**src/rtl/eq_sync_fifo.sv**
```systemverilog
// ============================================================================
// Module   : eq_sync_fifo
// Brief    : Single-clock FIFO; output word is a registered memory read, so
//            a word pushed at one edge is first poppable at the next.
// Revision : 1.0 - initial release
// ============================================================================
`default_nettype none

module eq_sync_fifo #(
  parameter int DATA_W     = 8,
  parameter int FIFO_DEPTH = 4
) (
  input  logic              clk,
  input  logic              rst,
  input  logic              push_i,
  input  logic [DATA_W-1:0] din_i,
  input  logic              pop_i,
  output logic              full_o,
  output logic              empty_o,
  output logic [DATA_W-1:0] dout_o
);

  localparam int c_addr_w = $clog2(FIFO_DEPTH);
  localparam logic [c_addr_w:0] c_depth = (c_addr_w + 1)'(FIFO_DEPTH);

  logic [DATA_W-1:0]   mem_q [FIFO_DEPTH];
  logic [c_addr_w-1:0] wr_ptr_q;
  logic [c_addr_w-1:0] rd_ptr_q;
  logic [c_addr_w:0]   count_q;
  logic                w_push;
  logic                w_pop;

  assign full_o  = (count_q == c_depth);
  assign empty_o = (count_q == '0);
  assign w_push  = push_i & ~full_o;
  assign w_pop   = pop_i & ~empty_o;
  assign dout_o  = mem_q[rd_ptr_q];

  always_ff @(posedge clk) begin
    if (rst) begin
      for (int i = 0; i < FIFO_DEPTH; i++) begin
        mem_q[i] <= '0;
      end
      wr_ptr_q <= '0;
      rd_ptr_q <= '0;
      count_q  <= '0;
    end else begin
      if (w_push) begin
        mem_q[wr_ptr_q] <= din_i;
        wr_ptr_q        <= wr_ptr_q + 1'b1;
      end
      if (w_pop) begin
        rd_ptr_q <= rd_ptr_q + 1'b1;
      end
      // Power-of-two depth lets the pointers wrap naturally; count tracks fill.
      case ({w_push, w_pop})
        2'b10:   count_q <= count_q + 1'b1;
        2'b01:   count_q <= count_q - 1'b1;
        default: count_q <= count_q;
      endcase
    end
  end

endmodule

`default_nettype wire

```
**config.mk**
```make
export PLATFORM = sky130hd
export DESIGN_NAME = eq_sync_fifo
export DESIGN_NICKNAME = d
export VERILOG_FILES = /design/src/rtl/eq_sync_fifo.sv
export SDC_FILE = /design/constraint.sdc
export NUM_CORES = 1
export LEC_CHECK = 0
export BUFFER_PORTS_ARGS = -buffer_cell sky130_fd_sc_hd__buf_2
export CAP_MARGIN = 20
export CORE_ASPECT_RATIO = 0.75
export CORE_MARGIN = 2
export CORE_UTILIZATION = 55
export DETAILED_ROUTE_END_ITERATION = 16
export PLACE_DENSITY = 0.73
export SLEW_MARGIN = 10
export SYNTH_ARGS = -nofsm -noshare
export SYNTH_HDL_FRONTEND = slang
export SYNTH_SLANG_ARGS = --single-unit
export TNS_END_PERCENT = 10
```
**constraint.sdc**
```tcl
create_clock -name clk -period 3.02 [get_ports clk]
set_input_delay 0.302 -clock clk [delete_from_list [all_inputs] [get_ports clk]]
set_output_delay 0.302 -clock clk [all_outputs]
set_load 0.02 [all_outputs]
```
; ---- Word level (Yosys, flattened, before mapping)
; Memory sizes are Yosys's and may differ from the RTL's. A register that Yosys moved wholly into a read port is not among the register bits.
; Index checks and enable logic that the tools add are counted.
[word_totals]
register_bits = 7
latchBits = 0
mem_bits_rw = 32
mem_bits_ro = 0
in_bits = 12
output_inout_bits = 10
wordCells = 29
n_memories = 1
[classes]
n_addsub = 4
mul = 0
div = 0
n_lt_le_gt_ge = 0
n_eq_ne = 3
shift = 0
n_mux = 11
n_bitwise = 4
n_reduce_logical = 3
[memory_table]
columns = memory, words, width, read_ports, rd_clocked_by_memory_dff, wr, line_no
row1 = mem_q, 4, 8, 1, 1, 4, 26  ; logic [DATA_W-1:0] mem_q [FIFO_DEPTH];
[op_table]
columns = op, n
row1 = 8-bit two-way mux, 1
row2 = 8-bit OR reduction, 1
row3 = 1-bit two-way mux, 6
row4 = 2-bit two-way mux, 3
row5 = 3-bit one-hot mux with 2 select lines, 1
row6 = "2-bit by 1-bit adder with 2-bit output, second input constant", 2
row7 = "3-bit by 1-bit adder with 3-bit output, second input constant", 1
row8 = "3-bit equality test, second input constant", 1
row9 = 3-bit zero test, 1
row10 = "3-bit by 1-bit subtractor with 3-bit output, second input constant", 1
row11 = 1-bit AND, 2
row12 = "2-bit by 1-bit equality test with 1-bit output, second input constant", 1
row13 = "2-bit equality test, second input constant", 1
row14 = 1-bit NOT, 2
row15 = 2-bit nonzero test, 1

; ---- Logic depth before layout (Yosys ltp)
; Gate-level depths: netlist of the first run.
[logic_depth]
depth_word = 8
mapped_depth = 10
ltp_nobuf = 9

; ---- Worst setup path after synthesis of the first run
; Ideal clock, no wire load.
[synth_path]
path_type = register to register
start = register count_q[2]
end = register count_q[2]
arrival_ns = 2.084
t_required_ns = 2.950
setup_slack_ns = 0.866
path_stages_with_launch = 11
path_cell_list = dfxtp_1 > nor3b_4 > buf_6 > nor2_1 > inv_1 > ha_1 > inv_1 > fa_1 > xor2_1 > or3_1 > a21oi_1
[synth_via]
elab_chain_cells = 5
elab_cells_between_ends = 12
[synth_lines]
columns = item, line_no
row1 = start: declaration, 29  ; logic [c_addr_w:0] count_q;
row2 = start signal: assignment, 57  ; 2'b10: count_q <= count_q + 1'b1;
row3 = start signal: assignment, 58  ; 2'b01: count_q <= count_q - 1'b1;
row4 = start signal: assignment, 59  ; default: count_q <= count_q;
row5 = 3-bit equality test *, 33  ; assign full_o = (count_q == c_depth);
row6 = named net full_o, 18  ; output logic full_o,
row7 = 1-bit NOT *, 35  ; assign w_push = push_i & ~full_o;
row8 = 1-bit AND *, 35
row9 = 2-bit by 1-bit equality test with 1-bit output / 2-bit equality test (equally long branches), 56  ; case ({w_push, w_pop})
row10 = 3-bit one-hot mux with 2 select lines / 2-bit nonzero test (equally long branches), n/a
; The timed path passes the listed nets; every way through them passes the cells marked *.
; A chain may end at the register's enable or synchronous reset.

; ---- Worst setup path in the final report of the first run
[layout_path]
start = register count_q[2]
end = register count_q[2]
[layout_via]
elab_chain_cells = 5
elab_cells_between_ends = 12
[layout_lines]
columns = item, line_no
row1 = 3-bit equality test / 3-bit zero test (equally long branches), "33, 34"
row2 = "1-bit NOT, on equally long branches", "35, 36"
row3 = "1-bit AND, on equally long branches", "35, 36"
row4 = 2-bit by 1-bit equality test with 1-bit output / 2-bit equality test (equally long branches), 56
row5 = 3-bit one-hot mux with 2 select lines / 2-bit nonzero test (equally long branches), n/a
; Several ways; a longest one is shown, not always the timed one.

==> results of run 1 <==
[metrics by stage]
stage | total power [W] | hold slack [ns]
2_1_floorplan | 0.00110 | 0.459
3_5_place_dp | 0.00123 | 0.495
6_report | 0.00165 | 0.318
5_1_grt | 0.00173 | 0.318
3_3_place_gp | 0.00121 | 0.470
4_1_cts | 0.00166 | 0.310
[registers in the layout, indices dropped and copies added, names as in the netlist, named ones only]
| register | count |
|---|---|
| wr_ptr_q | 2 |
| mem_q | 32 |
| rd_ptr_q | 2 |
| count_q | 3 |
[power groups by stage]
stage               Clock [W]  Combinational, W  Sequential [W]
finish               0.000427          0.000448        0.000774
global route         0.000453          0.000484        0.000788
CTS                  0.000433          0.000450        0.000777
detailed placement          0          0.000442        0.000789
global placement            0          0.000425        0.000781
floorplan                   0          0.000366        0.000736
[critical path, delay by kind of cell (launching register included)]
family          cells  cell delay [ns]
buf+inv             3             0.38
simple gates        3             0.61
compound gates      1             0.14
fa+ha+maj           2             0.55
flops               1             0.40
xor+xnor            1             0.16
[cell families (layout without fill, tap and decap cells)]
logic type	after synthesis	after routing	share of synthesized area [%]
DFF	41	41	60.5
xor gates and xnor gates	3	3	1.39
AOI/OAI and AO/OA	13	13	4.25
muxes	8	8	9.56
and+or+nand+nor	53	53	19.8
adders and majority gates	2	2	1.73
buffers and inverters	11	38	2.72
[final timing paths]
path                     from           to  slack [ns]
hold / removal       din_i[1]  mem_q[2][1]        0.32
hold reg to reg   rd_ptr_q[1]  rd_ptr_q[1]        0.51
setup / recovery   count_q[2]   count_q[2]        0.70
setup reg to reg   count_q[2]   count_q[2]        0.70
[per-layer routing]
layer	share of wire [%]	vias to the layer above	routed length (um)	global-route usage, %
met4	1.2	0	44	8.49
met1	42	554	1520	24.6
met2	51	37	1840	36.3
met3	5.0	6	179	7.37
met5	0	-	0	0
li1	-	522	-	-
[cells in the final DEF (no fill, tap or decap)]
cell type,n
a21oi_2,1
nand2b_1,1
buf_4,2
a21oi_1,4
nor3_1,1
nand2_1,3
nor4b_4,1
nor4_4,2
inv_1,7
edfxtp_1,32
clkbuf_8,5
bufinv_16,1
clkinv_1,1
nor2_1,7
buf_2,21
ha_1,1
a21o_1,1
fa_1,1
a31o_2,1
dfxtp_1,9
o31ai_1,2
nor3_2,1
o21ai_0,4
nor3b_4,1
clkbuf_1,1
or3_4,1
and2_1,32
or3_1,3
mux4_2,8
xor2_1,3
[final cells by class]
cell class,instances,area share [%]
clock buffers,6,3.40
flip-flops and latches,41,53.4
repair buffers,23,5.62
multi-input cells,79,32.4
inverters,7,1.23
clock inverters,2,1.58
well taps,40,2.34
==> flow_summary.json, run 1 <==
{
  "status": "finished, final reports clean",
  "worstMarginPinSlew_ns": 0.545,
  "maxCapViolCount": 0,
  "dpl.cell_count": 190,
  "setup_ws_ns": 0.696,
  "swShare_pct": 31.0,
  "cts_resized": 0,
  "drt-initial-drc-count": 54,
  "finalHoldViolCount": 0,
  "die_x_um": 71.6,
  "fillCellCount": 242,
  "area.growth.synth_to_final_pct": 13.3,
  "antenna_found_initial": 0,
  "syn_area_um2": 1890,
  "crit_type": "reg -> reg",
  "fin_crit_sh_pct": 77.0,
  "hold_depth": 2,
  "grt_pass1_wl_um": 5620,
  "wl_per_cell_um": 18.1,
  "grt_max_degree": 16,
  "max_freq_mhz": 430,
  "final_cell_area_um2": 2140,
  "power.density_nw_per_um2": 772,
  "ys_seq_elements": 41,
  "ir_worst_vdd_uv": 414,
  "synthTopCellsByCount": "and2_1 (32), edfxtp_1 (32), dfxtp_1 (9)",
  "relSlewSlack_pct": 63.6,
  "drc": 0,
  "clk_pin_slew_ns": 0.07,
  "instances_no_fill": 198,
  "internal_power_w": 0.00114,
  "crit_top_cell": "inv_1",
  "crit_chain": "nor3b_4, buf_4, nor2_1, inv_1, ha_1, inv_1, fa_1, xor2_1, or3_1, a21oi_1",
  "synth_top_area_cell": "edfxtp_1",
  "hold_buffers": 0,
  "synth_fp_nets": 145,
  "core_um2": 3290,
  "vias_per_cell": 5.65,
  "ant_nets": 0,
  "p_leak_nw": 0.825,
  "cp.required_ns": 3.24,
  "vias": 1119,
  "avgSynthCellArea_um2": 14.4,
  "die_area_um2": 3920,
  "final_core_util_pct": 65.0,
  "start_util_pct": 57.3,
  "gp_congestion": 0.737,
  "n_antenna_cell": 0,
  "cts_tree": "done",
  "crit_fanout": 11,
  "portBuffers": 21,
  "cp-start-kind": "flop",
  "root_buffer": "clkbuf_8",
  "synth_edf_count": 32,
  "synth-main-ff-cell": "edfxtp_1",
  "num_rows": 18,
  "report.final.slew_viol_count": 0,
  "wl_um": 3590,
  "synth.top_cell.area_share_pct": 51.0,
  "pre_cts_slack_ns": 0.764,
  "gr-total-overflow": 0,
  "layout_min_cycle_time_ns": 2.32,
  "grt_pass1_vias": 1151,
  "hold_class": "in -> reg",
  "seq_area_um2": 1140,
  "combPwrFrac_pct": 27.2,
  "die_h_um": 54.7,
  "cts_buffers": 5,
  "yosysUniqueCellTypes": 27,
  "async_flop_share_pct": 0,
  "multi_input_comb_area_um2": 693,
  "cpPeakStageDelay_ns": 0.40,
  "fin_setup_tns_ns": 0,
  "placed_cell_area_um2": 2030,
  "clkPwrFrac_pct": 25.9,
  "synth_cells": 131,
  "end_kind": "flop",
  "p_seq_share_pct": 46.9,
  "power_switching_w": 0.000511,
  "drt_first_pass_iters": 4,
  "drive_above_1_share_pct": 28.5,
  "skew_ns": 0.00239,
  "clockBufferDepth": 2,
  "cts_setup_buffers": 0,
  "arrival_ns": 2.55,
  "crit_path_top_delay_cell": "dfxtp_1",
  "htreeDepth": 2,
  "ys_warn_count": 0,
  "seq_area_frac_synth_pct": 60.5,
  "nets": 171,
  "ios": 22,
  "hpwlAfterDp_um": 2510,
  "grt_use_total_pct": 21.0,
  "r2r_cells": 10,
  "setup_viol": 0,
  "synthTopCellsByArea": "edfxtp_1 (51%), and2_1 (11%), dfxtp_1 (9.6%)",
  "cts_sinks": 41,
  "grt_setup_unrepaired": "no",
  "clock_latency_ns": 0.29
}
(Power assumes the default switching activity.)
==> run 2: changes to the inputs <==
- CORE_UTILIZATION: 55 -> 51
- PLACE_DENSITY: 0.73 -> 0.71
- clock period: 3.02 -> 2.1 ns (I/O delays scaled with it)
==> flow_summary.json, run 2 (same netlist as run 1, synthesis figures left out) <==
{
  "core_um2": 3590,
  "gr-total-overflow": 0,
  "clk_pin_slew_ns": 0.09,
  "fin_crit_sh_pct": 92.3,
  "n_antenna_cell": 0,
  "worstMarginPinSlew_ns": 0.543,
  "largest_register_ffs": 32,
  "pre_cts_slack_ns": 0.181,
  "power_switching_w": 0.000755,
  "cts_setup_buffers": 0,
  "relSlewSlack_pct": 63.5,
  "rr_startpoint": "count_q[0]",
  "cp-start-kind": "flop",
  "nets": 173,
  "crit_chain": "nor3b_4, nor2_2, inv_1, ha_2, inv_1, fa_2, xor2_1, or3_1, a21oi_1",
  "arrival_ns": 2.16,
  "crit_path_top_delay_cell": "dfxtp_2",
  "vias": 1104,
  "cp.required_ns": 2.32,
  "combPwrFrac_pct": 27.6,
  "vias_per_cell": 5.21,
  "finalHoldViolCount": 0,
  "clkPwrFrac_pct": 30.2,
  "final_core_util_pct": 61.5,
  "status": "finished, final reports clean",
  "root_buffer": "clkbuf_8",
  "drt_first_pass_iters": 4,
  "max_freq_mhz": 516,
  "setup_viol": 0,
  "final_cell_area_um2": 2210,
  "placed_cell_area_um2": 2070,
  "portBuffers": 21,
  "cts_tree": "done",
  "drt-initial-drc-count": 63,
  "cts_buffers": 5,
  "ir_worst_vdd_uv": 518,
  "r2r_cells": 9,
  "htreeDepth": 2,
  "end_kind": "flop",
  "start_util_pct": 52.5,
  "skew_ns": 0.00641,
  "layout_common_cells": "and2_1 (32), edfxtp_1 (32), buf_2 (21)",
  "reg2reg_to": "count_q[2]",
  "setup_ws_ns": 0.161,
  "clock_latency_ns": 0.30,
  "min-delay-start": "din_i[6]",
  "hold_ws_ns": 0.211,
  "grt_max_degree": 16,
  "reg.largest.list": "mem_q x32, count_q x3",
  "hpwlAfterDp_um": 2400,
  "die_h_um": 56.7,
  "internal_power_w": 0.00179,
  "cts_sinks": 41,
  "p_seq_share_pct": 42.2,
  "fin_setup_tns_ns": 0,
  "cts_resized": 0,
  "crit_top_cell": "inv_1",
  "power.density_nw_per_um2": 1150,
  "drc": 0,
  "swShare_pct": 29.7,
  "die_area_um2": 4200,
  "grt_pass1_wl_um": 5740,
  "hold_depth": 2,
  "drive_above_1_share_pct": 33.8,
  "antenna_found_initial": 0,
  "wl_per_cell_um": 16.2,
  "clockBufferDepth": 2,
  "crit_type": "reg -> reg",
  "grt_setup_unrepaired": "no",
  "largest_register": "mem_q",
  "num_rows": 19,
  "crit_fanout": 5,
  "layout_min_cycle_time_ns": 1.94,
  "cp_top_family": "simple AND/OR/NAND/NOR gates",
  "ios": 22,
  "die_x_um": 74.2,
  "area.growth.synth_to_final_pct": 17.1,
  "report.final.slew_viol_count": 0,
  "p_leak_nw": 0.851,
  "gp_congestion": 0.774,
  "maxCapViolCount": 0,
  "cpPeakStageDelay_ns": 0.36,
  "grt_use_total_pct": 19.6,
  "ant_nets": 0,
  "grt_pass1_vias": 1211,
  "hold_class": "in -> reg",
  "rrSetupSlack_ns": 0.16,
  "holdPathEnd": "mem_q[0][6]",
  "hold_buffers": 0,
  "worst-path-buf-inv": 2,
  "wl_um": 3440
}
run 2: cell types whose count changed in the layout (fill, tap and decap cells not counted), sizes merged:
cell,before,now
bufinv,1,2
inv,7,8
clkbuf,6,5
buf,23,25
clkinv,1,0
run 2: layout make-up:
| type | count | area (um2) |
|---|---|---|
| Multi-Input combinational cell | 79 | 701 |
| Clock inverter | 3 | 68.8 |
| Inverter | 7 | 26.3 |
| Clock buffer | 5 | 68.8 |
| Sequential cell | 41 | 1140 |
| Fill cell | 272 | 1380 |
| Timing Repair Buffer | 25 | 135 |
| Tap cell | 52 | 65.1 |
run 2: worst max path at each step:
| stage | from | end | slack, ns | cells after the start |
|---|---|---|---|---|
| floorplan | count_q[0] | count_q[2] | 0.02 | 10 |
| global placement | count_q[0] | count_q[2] | 0.24 | 9 |
| detailed placement | count_q[0] | count_q[2] | 0.18 | 9 |
| CTS | count_q[0] | count_q[2] | 0.15 | 9 |
| global route | count_q[1] | count_q[2] | 0.03 | 9 |
| finish | count_q[0] | count_q[2] | 0.16 | 9 |
run 2: stage by stage:
stage               cells  power (W)
finish                212    0.00254
global route          212    0.00267
CTS                   212    0.00256
detailed placement    204    0.00180
global placement      204    0.00176
floorplan             131    0.00160
run 2: power groups by stage:
| stage | combinational (W) | clock [W] | sequential [W] |
|---|---|---|---|
| floorplan | 0.000533 | 0 | 0.00106 |
| global placement | 0.000684 | 0 | 0.00108 |
| detailed placement | 0.000706 | 0 | 0.00109 |
| CTS | 0.000711 | 0.000776 | 0.00107 |
| global route | 0.000769 | 0.000815 | 0.00108 |
| finish | 0.000702 | 0.000766 | 0.00107 |
run 2: routing by layer:
layer | share of wire [%] | global-route usage, %
met1 | 43 | 24.0
met2 | 52 | 32.5
met3 | 4.2 | 7.36
met4 | 0.38 | 5.61
met5 | 0 | 0
